===== src/rtl/aq_mmu_tlbram_ctrl_pkg.sv =====
// Shared definitions for the MMU TLB SRAM access controller.
//   ADDR_WIDTH / DATA_WIDTH : TLB entry index and entry widths (64 x 88).
//   VLD_BIT                 : position of the per-entry valid flag.
//   tlb_state_e             : controller FSM encoding (IDLE / INV).
//   SWEEP_WEN               : active-low bit write enable used by the sweep,
//                             enabling only the valid flag.
package aq_mmu_tlbram_ctrl_pkg;

  localparam int ADDR_WIDTH = 6;
  localparam int DATA_WIDTH = 88;
  localparam int VLD_BIT    = 87;

  typedef enum logic {
    ST_IDLE = 1'b0,
    ST_INV  = 1'b1
  } tlb_state_e;

  localparam logic [DATA_WIDTH-1:0] SWEEP_WEN = ~(DATA_WIDTH'(1) << VLD_BIT);
  localparam logic [ADDR_WIDTH-1:0] LAST_IDX  = '1;

endpackage


===== src/rtl/aq_mmu_tlbram_ctrl.sv =====
// Single-port TLB SRAM access controller.
// Arbitrates the SRAM's one port between an invalidate-all sweep (highest
// priority), refill writes and lookup reads, and drives the SRAM's active-low
// controls. Read data comes straight from sram_q, valid one cycle after grant.
// Ports:
//   forever_cpuclk, cpurst_b            : clock, async active-low reset
//   rd_req/rd_idx/rd_gnt                : lookup read request / index / grant
//   rd_data_vld/rd_data                 : read return, one cycle after grant
//   wr_req/wr_idx/wr_data/wr_mask/wr_gnt: refill write with per-bit mask
//   inv_all_req/inv_busy/inv_done       : invalidate-all pulse / busy / done
//   sram_a/cen/gwen/wen/d, sram_q       : SRAM macro interface
module aq_mmu_tlbram_ctrl
  import aq_mmu_tlbram_ctrl_pkg::*;
(
  input  logic                  forever_cpuclk,
  input  logic                  cpurst_b,
  input  logic                  rd_req,
  input  logic [ADDR_WIDTH-1:0] rd_idx,
  output logic                  rd_gnt,
  output logic                  rd_data_vld,
  output logic [DATA_WIDTH-1:0] rd_data,
  input  logic                  wr_req,
  input  logic [ADDR_WIDTH-1:0] wr_idx,
  input  logic [DATA_WIDTH-1:0] wr_data,
  input  logic [DATA_WIDTH-1:0] wr_mask,
  output logic                  wr_gnt,
  input  logic                  inv_all_req,
  output logic                  inv_busy,
  output logic                  inv_done,
  output logic [ADDR_WIDTH-1:0] sram_a,
  output logic                  sram_cen,
  output logic                  sram_gwen,
  output logic [DATA_WIDTH-1:0] sram_wen,
  output logic [DATA_WIDTH-1:0] sram_d,
  input  logic [DATA_WIDTH-1:0] sram_q
);

  tlb_state_e            state_q, state_d;
  logic [ADDR_WIDTH-1:0] cnt_q, cnt_d;
  logic                  rd_data_vld_q, rd_data_vld_d;
  logic                  inv_done_q, inv_done_d;

  always_comb begin
    state_d    = state_q;
    cnt_d      = cnt_q;
    inv_done_d = 1'b0;
    rd_gnt     = 1'b0;
    wr_gnt     = 1'b0;
    sram_cen   = 1'b1;
    sram_gwen  = 1'b1;
    sram_wen   = '1;
    sram_a     = '0;
    sram_d     = '0;

    case (state_q)
      ST_INV: begin
        // Sweep owns the port; a repeated inv_all_req is simply not looked at.
        sram_cen  = 1'b0;
        sram_gwen = 1'b0;
        sram_a    = cnt_q;
        sram_wen  = SWEEP_WEN;
        // Wraps 63 -> 0 together with the return to IDLE.
        cnt_d     = cnt_q + ADDR_WIDTH'(1);
        if (cnt_q == LAST_IDX) begin
          state_d    = ST_IDLE;
          inv_done_d = 1'b1;
        end
      end
      default: begin
        // Counter held at 0 in IDLE so the sweep always starts at entry 0.
        cnt_d = '0;
        if (inv_all_req) begin
          state_d = ST_INV;
        end
        // The cycle that requests the sweep still serves a normal access.
        if (wr_req) begin
          wr_gnt    = 1'b1;
          sram_cen  = 1'b0;
          sram_gwen = 1'b0;
          sram_a    = wr_idx;
          sram_d    = wr_data;
          sram_wen  = ~wr_mask;
        end else if (rd_req) begin
          rd_gnt    = 1'b1;
          sram_cen  = 1'b0;
          sram_a    = rd_idx;
        end
      end
    endcase

    rd_data_vld_d = rd_gnt;
  end

  always_ff @(posedge forever_cpuclk or negedge cpurst_b) begin
    if (!cpurst_b) begin
      state_q       <= ST_IDLE;
      cnt_q         <= '0;
      rd_data_vld_q <= 1'b0;
      inv_done_q    <= 1'b0;
    end else begin
      state_q       <= state_d;
      cnt_q         <= cnt_d;
      rd_data_vld_q <= rd_data_vld_d;
      inv_done_q    <= inv_done_d;
    end
  end

  assign rd_data_vld = rd_data_vld_q;
  assign rd_data     = sram_q;
  assign inv_busy    = (state_q == ST_INV);
  assign inv_done    = inv_done_q;

endmodule


===== config.mk =====
export PLATFORM = sky130hd
export DESIGN_NAME = aq_mmu_tlbram_ctrl
export DESIGN_NICKNAME = d
export VERILOG_FILES = /design/src/rtl/aq_mmu_tlbram_ctrl_pkg.sv /design/src/rtl/aq_mmu_tlbram_ctrl.sv
export SDC_FILE = /design/constraint.sdc
export NUM_CORES = 1
export LEC_CHECK = 0
export BUFFER_PORTS_ARGS = -buffer_cell sky130_fd_sc_hd__buf_2
export CAP_MARGIN = 10
export CELL_PAD_IN_SITES_DETAIL_PLACEMENT = 0
export CELL_PAD_IN_SITES_GLOBAL_PLACEMENT = 1
export CORE_AREA = 2 2 215 217
export DETAILED_ROUTE_END_ITERATION = 6
export DIE_AREA = 0 0 217 219
export GPL_TIMING_DRIVEN = 0
export PLACE_DENSITY = 0.52
export SLEW_MARGIN = 0
export SYNTH_ARGS = -nofsm -noshare
export SYNTH_HDL_FRONTEND = slang
export SYNTH_SLANG_ARGS = --single-unit

===== constraint.sdc =====
create_clock -name forever_cpuclk -period 1.9 [get_ports forever_cpuclk]
set_input_delay 0.38 -clock forever_cpuclk [delete_from_list [all_inputs] [get_ports forever_cpuclk]]
set_output_delay 0.38 -clock forever_cpuclk [all_outputs]
set_load 0.05 [all_outputs]

==> results of run 1 <==
[how the worst max path moves through the flow]
stage	to	from	slack [ns]
after floorplan	rd_gnt	inv_busy	-0.04
after global placement	sram_d[82]	wr_req	-0.32
after detailed placement	sram_d[82]	wr_req	-0.31
after CTS	sram_d[52]	inv_busy	-0.1
after global routing	sram_d[59]	inv_busy	-0.1
final	sram_wen[63]	inv_busy	-0.03
[cell families (layout without fill, tap and decap cells)]
logic type / count (synthesis) / count (layout) / share of synthesized area (%)
and+or+nand+nor: 201 / 201 / 47.3
adders and majority gates: 1 / 1 / 0.582
muxes: 1 / 1 / 0.466
AOI/OAI and AO/OA: 12 / 12 / 3.43
buffers and inverters: 110 / 599 / 36.6
DFF: 9 / 9 / 10.5
xor gates and xnor gates: 3 / 3 / 1.22
other: 0 / 3 / 0
[per-layer routing]
metal | wire [um] | track usage [%]
met5 | 12 | 0
met4 | 671 | 2.83
met3 | 1730 | 1.62
met2 | 9590 | 11.2
met1 | 6660 | 7.11
[flip-flops by register name, summed over array words and instances, names as in the netlist]
name	cells
inv_busy	1
inv_done	1
cnt_q	6
rd_data_vld	1
[worst reg2reg max path, delay by kind of cell, from the launching register on]
family                 cells  cell delay [ns]
DFF                        1             0.38
and+or+nand+nor            3             0.31
buffers and inverters      2             0.35
[timing repair]
| action | CTS | global route |
|---|---|---|
| pin swaps | 4 | 30 |
| setup buffers | 6 | 0 |
| setup endpoints to repair | 176 | 182 |
| gates cloned | 1 | 12 |
| resized for setup | 380 | 138 |
[placed cells by master (no fill, tap or decap), types with 2 or more instances in the layout]
cell type,n
a22oi_1,4
and2_1,45
and2_4,48
buf_12,7
buf_2,293
buf_4,132
buf_6,82
buf_8,63
clkbuf_16,15
clkbuf_4,5
dfrtp_1,8
diode_2,3
nand2_1,58
nand2_2,26
nand2_4,9
nand3_1,3
nor2_1,4
nor2_2,2
o21ai_2,4
xnor2_1,2
[area by class of cell]
cell class	instances	share of cell area, %
Buffer	108	12.8
Antenna cell	3	0.103
Sequential cell	9	3.10
Tap cell	600	10.3
Clock buffer	4	1.08
Multi-Input combinational cell	218	19.6
Timing Repair Buffer	487	53.1
[report_power, final]
part | switching, mW | total [mW] | internal [mW]
sequential | 0.0729 | 0.338 | 0.265
clock | 0.0901 | 0.370 | 0.280
combinational | 1.50 | 2.41 | 0.918
total | 1.66 | 3.12 | 1.46
==> impl_metrics.env, run 1 <==
export IMPL_outcome="finished, violations left"
export IMPL_violations="setup timing"
export IMPL_power_leakage_nw=3.67
export IMPL_post_route_period_util_pct=102
export IMPL_core_um2=45100
export IMPL_r2r_cells=5
export IMPL_antenna_found_initial=5
export IMPL_crit_chain="nor2b_4 -> buf_12 -> buf_12 -> clkbuf_16 -> buf_8 -> nand2_1 -> buf_6"
export IMPL_cts_made_buffers=3
export IMPL_drt_first_pass_iters=4
export IMPL_yosys_warnings=0
export IMPL_place_congestion=0.725
export IMPL_initialDrtViolationCount=55
export IMPL_ctsLongestPathBuffers=2
export IMPL_final_cell_count_no_fill=1429
export IMPL_synth_seq_area_share_pct=10.5
export IMPL_crit_buf_inv=5
export IMPL_post_synth_cell_area_avg_um2=6.38
export IMPL_vdd_ir_drop_max_uv=381
export IMPL_utilization_pct=16.2
export IMPL_hold_class="in -> async"
export IMPL_drv_cap=0
export IMPL_period_needed_ns=1.93
export IMPL_nets=1109
export IMPL_drv_slew=0
export IMPL_rows=78
export IMPL_netlist_instances=337
export IMPL_synth_edf_count=0
export IMPL_r2r_start="inv_busy"
export IMPL_vias_per_cell=2.81
export IMPL_cp_start_kind="register"
export IMPL_cts_max_level=1
export IMPL_cp_common_cell="buf_12"
export IMPL_drcViolationCount=0
export IMPL_ant_nets=0
export IMPL_seqCellArea_um2=226
export IMPL_synth_fp_nets=619
export IMPL_drive_gt1_share_pct=83.9
export IMPL_synthArstFlopShare_pct=100
export IMPL_wire_per_inst_um=13.1
export IMPL_portBuffers=469
export IMPL_dpl_cell_area_um2=5290
export IMPL_required_ns=1.52
export IMPL_fp_dieH_um=219
export IMPL_power_total_mw=3.12
export IMPL_fmax_mhz=518
export IMPL_grt_setup_unrepaired="yes"
export IMPL_crit_path_end_kind="output pin"
export IMPL_grt_pass1_vias=3756
export IMPL_synth_flop_cell="dfrtp_1"
export IMPL_hold_buffers=0
export IMPL_synthTopCellsByArea="buf_4, and2_1, nand2_1"
export IMPL_final_area_um2=7320
export IMPL_path_delay_family="buffers and inverters"
export IMPL_multi_input_comb_area_um2=1440
export IMPL_synth_top_area_cell="buf_4"
export IMPL_synth_top_area_share_pct=32.5
export IMPL_crit_type="reg -> out"
export IMPL_wl_um=18700
export IMPL_dpl_worst_slack_ns=-0.306
export IMPL_cts_tree="done"
export IMPL_grt_pass1_wl_um=22500
export IMPL_clock_sinks=9
export IMPL_skew_ns=0.00204
export IMPL_root_buffer="clkbuf_16"
export IMPL_netlist_area_um2=2150
export IMPL_grt_max_degree=11
export IMPL_whs_ns=0.000337
export IMPL_clk_latency_ns=0.23
export IMPL_overflow=0
export IMPL_path_depth=7
export IMPL_tns_ns=-0.892
export IMPL_slew_headroom_pct=80.2
export IMPL_worstMarginPinSlew_ns=0.299
export IMPL_r2r_slack_ns=0.73
export IMPL_grt_usage_pct=6.32
export IMPL_n_fill_cell=5068
export IMPL_setup_violations=59
export IMPL_ios=558
export IMPL_cp_max_fo=5
export IMPL_ys_ff_latch=9
export IMPL_power_density_nw_per_um2=427
export IMPL_place_detailed_hpwl_um=15600
export IMPL_worst_path_largest_cell_delay_ns=0.42
export IMPL_vias=4020
export IMPL_fin_ws_ns=-0.0312
export IMPL_worstPathArrival_ns=1.55
export IMPL_netlist_top_cells_count="and2_1, buf_4, nand2_1, buf_2, dfrtp_1"
export IMPL_yosysUniqueCellTypes=23
export IMPL_hold_viol=0
export IMPL_start_util_pct=4.77
export IMPL_regToRegEndpoint="inv_busy"
export IMPL_path_clk_slew_ns=0.04
export IMPL_dp_cells=1406
export IMPL_die_w_um=217
export IMPL_cp_slowest_cell="dfrtp_2"
export IMPL_area_growth_pct=240
export IMPL_die_area_um2=47500
Note: power is estimated with default switching activity, not from simulation.
==> run 2, diff against run 1 <==
==> constraint.sdc (replaced) <==
create_clock -name forever_cpuclk -period 1.9 [get_ports forever_cpuclk]
set_input_delay 0.095 -clock forever_cpuclk [delete_from_list [all_inputs] [get_ports forever_cpuclk]]
set_output_delay 0.095 -clock forever_cpuclk [all_outputs]
set_load 0.05 [all_outputs]
==> impl_metrics.env, run 2 (synthesis gave the netlist of run 1 again) <==
export IMPL_clock_sinks=9
export IMPL_slew_headroom_pct=80.0
export IMPL_sw_frac_of_total_pct=56.4
export IMPL_utilization_pct=12.3
export IMPL_core_um2=45100
export IMPL_place_congestion=0.720
export IMPL_skew_ns=0.00136
export IMPL_initialDrtViolationCount=82
export IMPL_ctsLongestPathBuffers=2
export IMPL_ant_nets=0
export IMPL_seqPwrFrac_pct=12.3
export IMPL_grt_usage_pct=6.45
export IMPL_vias_per_cell=2.70
export IMPL_crit_path_end_kind="output pin"
export IMPL_grt_setup_unrepaired="no"
export IMPL_wire_per_inst_um=12.7
export IMPL_grt_pass1_vias=3469
export IMPL_start_util_pct=4.77
export IMPL_power_total_mw=2.75
export IMPL_rows=78
export IMPL_combPwrFrac_pct=74.2
export IMPL_worstMarginPinSlew_ns=0.302
export IMPL_vias=3831
export IMPL_largest_reg_flops=6
export IMPL_layout_commonest_cell="buf_2"
export IMPL_outcome="completed"
export IMPL_portBuffers=469
export IMPL_top_register="cnt_q"
export IMPL_power_density_nw_per_um2=494
export IMPL_place_detailed_hpwl_um=16600
export IMPL_internal_power_mw=1.20
export IMPL_drv_cap=0
export IMPL_cts_max_level=1
export IMPL_area_growth_pct=159
export IMPL_root_buffer="clkbuf_16"
export IMPL_cts_tree="done"
export IMPL_drive_gt1_share_pct=72.6
export IMPL_cts_made_buffers=3
export IMPL_period_needed_ns=1.81
export IMPL_setup_violations=0
export IMPL_fp_dieH_um=219
export IMPL_post_route_period_util_pct=95.1
export IMPL_clk_latency_ns=0.23
export IMPL_die_area_um2=47500
export IMPL_wl_um=18100
export IMPL_hold_viol=0
export IMPL_drcViolationCount=0
export IMPL_fmax_mhz=553
export IMPL_drt_first_pass_iters=4
export IMPL_grt_pass1_wl_um=22500
export IMPL_power_leakage_nw=2.95
export IMPL_antenna_found_initial=4
export IMPL_hold_class="in -> reg"
export IMPL_cp_start_kind="register"
export IMPL_overflow=0
export IMPL_required_ns=1.80
export IMPL_pwr_share_clk_pct=13.5
export IMPL_switchingPower_mw=1.55
export IMPL_ios=558
export IMPL_n_fill_cell=5263
export IMPL_vdd_ir_drop_max_uv=675
export IMPL_nets=1098
export IMPL_worstPathArrival_ns=1.71
export IMPL_path_clk_slew_ns=0.04
export IMPL_drv_slew=0
export IMPL_grt_max_degree=11
export IMPL_cp_max_fo=10
export IMPL_die_w_um=217
export IMPL_crit_type="reg -> out"
export IMPL_final_cell_mix="buf_2, buf_4, nand2_1"
-- run 2: layout make-up --
cell class | count | area (um^2) | area share (%)
Sequential cell | 9 | 226 | 4.07
Buffer | 110 | 837 | 15.1
Tap cell | 600 | 751 | 13.5
Clock inverter | 1 | 5.00 | 0.0900
Timing Repair Buffer | 474 | 2510 | 45.1
Multi-Input combinational cell | 218 | 1150 | 20.7
Antenna cell | 3 | 7.51 | 0.135
Clock buffer | 3 | 75.1 | 1.35
-- run 2: metal layers --
layer	share of wire, %	GRT usage [%]	vias up
met2	51	11.8	260
met3	9.8	1.72	4
met4	0.15	0.342	0
met1	39	7.84	1674
met5	0	0	-
li1	-	-	1893
-- run 2: path summary, 6_finish.rpt --
kind                                   from          to  slack, ns  cells after the start
max in group asynchronous          cpurst_b    inv_busy       1.43                      2
worst max-delay path               inv_busy  sram_d[35]       0.09                      6
worst max register to register     inv_busy    inv_busy       0.77                      5
min in group asynchronous          cpurst_b    inv_busy       0.26                      2
worst min register to register     cnt_q[0]    cnt_q[0]       0.49                      1
worst min-delay path            inv_all_req    inv_busy       0.08                      3
-- run 2: what timing repair did --
| action | in CTS | in global routing |
|---|---|---|
| endpoints found under the setup margin | 176 | 67 |
| resized for setup | 47 | 17 |
| setup buffers | 3 | 1 |
| hold endpoints to repair | 9 | 0 |
| hold buffers | 1 | 0 |
-- run 2: critical path, stage by stage, from the launching register on --
cell     delay (ns)
dfrtp_2        0.44
nor2b_4        0.15
buf_12         0.12
buf_6          0.17
buf_4          0.18
and2_1         0.21
buf_6          0.18
-- run 2: power groups by stage --
stage	logic, mW	registers [mW]	clock network (mW)
after global routing	2.16	0.350	0.397
after floorplan	1.44	0.333	0
after global placement	2.02	0.338	0
after detailed placement	2.02	0.341	0
after CTS	2.05	0.339	0.379
final	2.04	0.338	0.371
-- run 2: through the flow --
stage	hold slack [ns]	area (um^2)	setup TNS, ns	worst slack (ns)	std cells
4_1_cts	0.0808	5500	0	0.00569	1414
2_1_floorplan	-0.201	2160	-0.864	-0.173	337
3_3_place_gp	-0.0360	5260	-1.82	-0.210	1406
3_5_place_dp	-0.0296	5260	-2.36	-0.204	1406
5_1_grt	0.0988	5550	0	0.000126	1415
6_report	0.0839	5560	0	0.0923	1418
==> run 3, diff against run 2 <==
--- a/config.mk
+++ b/config.mk
@@ -13,6 +13,7 @@
 export DETAILED_ROUTE_END_ITERATION = 6
 export DIE_AREA = 0 0 217 219
 export GPL_TIMING_DRIVEN = 0
+export MAX_ROUTING_LAYER = met4
 export PLACE_DENSITY = 0.52
 export SLEW_MARGIN = 0
 export SYNTH_ARGS = -nofsm -noshare
==> impl_metrics.env, run 3 (synthesis gave the netlist of run 1 again) <==
export IMPL_vdd_ir_drop_max_uv=674
export IMPL_clk_latency_ns=0.23
export IMPL_rows=78
export IMPL_required_ns=1.80
export IMPL_vias=3838
export IMPL_worstMarginPinSlew_ns=0.302
export IMPL_nets=1098
export IMPL_final_cell_count_no_fill=1418
export IMPL_final_cell_mix="buf_2, buf_4, nand2_1"
export IMPL_utilization_pct=12.3
export IMPL_worst_path_largest_cell_delay_ns=0.44
export IMPL_setup_violations=0
export IMPL_worstSetupStartpoint="inv_busy"
export IMPL_clock_sinks=9
export IMPL_die_w_um=217
export IMPL_fp_dieH_um=219
export IMPL_worstPathArrival_ns=1.72
export IMPL_overflow=0
export IMPL_drcViolationCount=0
export IMPL_drt_first_pass_iters=4
export IMPL_dpl_cell_area_um2=5260
export IMPL_post_route_period_util_pct=95.3
export IMPL_crit_path_end_kind="output pin"
export IMPL_layout_commonest_cell="buf_2"
export IMPL_whs_ns=0.0839
export IMPL_core_um2=45100
export IMPL_area_growth_pct=159
export IMPL_cp_start_kind="register"
export IMPL_top_register="cnt_q"
export IMPL_fmax_mhz=552
export IMPL_dp_cells=1406
export IMPL_ctsLongestPathBuffers=2
export IMPL_place_congestion=0.728
export IMPL_power_total_mw=2.75
export IMPL_antenna_found_initial=4
export IMPL_drv_cap=0
export IMPL_r2r_start="inv_busy"
export IMPL_path_clk_slew_ns=0.04
export IMPL_final_area_um2=5560
export IMPL_hold_class="in -> reg"
export IMPL_drv_slew=0
export IMPL_power_leakage_nw=2.95
export IMPL_start_util_pct=4.77
export IMPL_crit_chain="nor2b_4 -> buf_12 -> buf_6 -> buf_4 -> and2_1 -> buf_2"
export IMPL_grt_pass1_wl_um=22500
export IMPL_die_area_um2=47500
export IMPL_largest_reg_flops=6
export IMPL_hold_start="inv_all_req"
export IMPL_skew_ns=0.00136
export IMPL_wire_per_inst_um=12.8
export IMPL_dpl_worst_slack_ns=-0.204
export IMPL_cts_max_level=1
export IMPL_grt_max_degree=11
export IMPL_grt_setup_unrepaired="no"
export IMPL_fin_ws_ns=0.0899
export IMPL_power_density_nw_per_um2=494
export IMPL_crit_buf_inv=4
export IMPL_grt_usage_pct=6.63
export IMPL_tns_ns=0
export IMPL_path_delay_family="buffers and inverters"
export IMPL_cp_max_fo=10
export IMPL_cts_made_buffers=3
export IMPL_outcome="completed"
export IMPL_period_needed_ns=1.81
export IMPL_slew_headroom_pct=80.0
export IMPL_portBuffers=469
export IMPL_ios=558
export IMPL_drive_gt1_share_pct=72.6
export IMPL_crit_type="reg -> out"
export IMPL_wl_um=18100
export IMPL_ant_nets=0
export IMPL_vias_per_cell=2.71
export IMPL_initialDrtViolationCount=82
export IMPL_root_buffer="clkbuf_16"
export IMPL_cp_slowest_cell="dfrtp_2"
export IMPL_hold_viol=0
export IMPL_place_detailed_hpwl_um=16600
export IMPL_grt_pass1_vias=3465
export IMPL_cts_tree="done"
export IMPL_n_fill_cell=5263
-- run 3: cell counts in the layout (fill, tap and decap cells not counted) --
No cell type changed its count.
-- run 3: where the power goes --
part	total, mW	internal [mW]	switching [mW]
registers	0.338	0.265	0.0730
clock network	0.371	0.277	0.0938
logic	2.04	0.654	1.38
-- run 3: cell type report --
type	count	area (um^2)	area share, %
antenna	3	7.51	0.135
clock inverter	1	5.00	0.0900
tap	600	751	13.5
timing repair buffer	474	2510	45.1
buffer	110	837	15.1
multi-input combinational	218	1150	20.7
clock buffer	3	75.1	1.35
sequential	9	226	4.07
-- run 3: final timing paths --
kind / endpoint / slack (ns) / cells after the start
setup / recovery: sram_d[38] / 0.09 / 6
hold / removal: inv_busy / 0.08 / 3
setup reg to reg: inv_busy / 0.77 / 5
hold reg to reg: cnt_q[0] / 0.49 / 1
max in group asynchronous: inv_busy / 1.43 / 2
min in group asynchronous: inv_busy / 0.26 / 2
-- run 3: what timing repair did --
action | 4_1_cts | 5_1_grt
setup buffers | 3 | 1
setup endpoints to repair | 176 | 67
hold buffers | 1 | 0
resized for setup | 47 | 17
hold endpoints to repair | 9 | 0
-- run 3: tightest hold or removal path, stage by stage --
cell and delay [ns]:
buf_2 0.08, nor2_1 0.03, nor2_1 0.07
-- run 3: metal layers --
metal	vias to the layer above	GRT usage, %	routed length (um)
met5	-	-	0
met4	0	0.342	27
met3	4	1.64	1740
met2	264	11.8	9220
met1	1676	7.89	7100
li1	1894	-	-
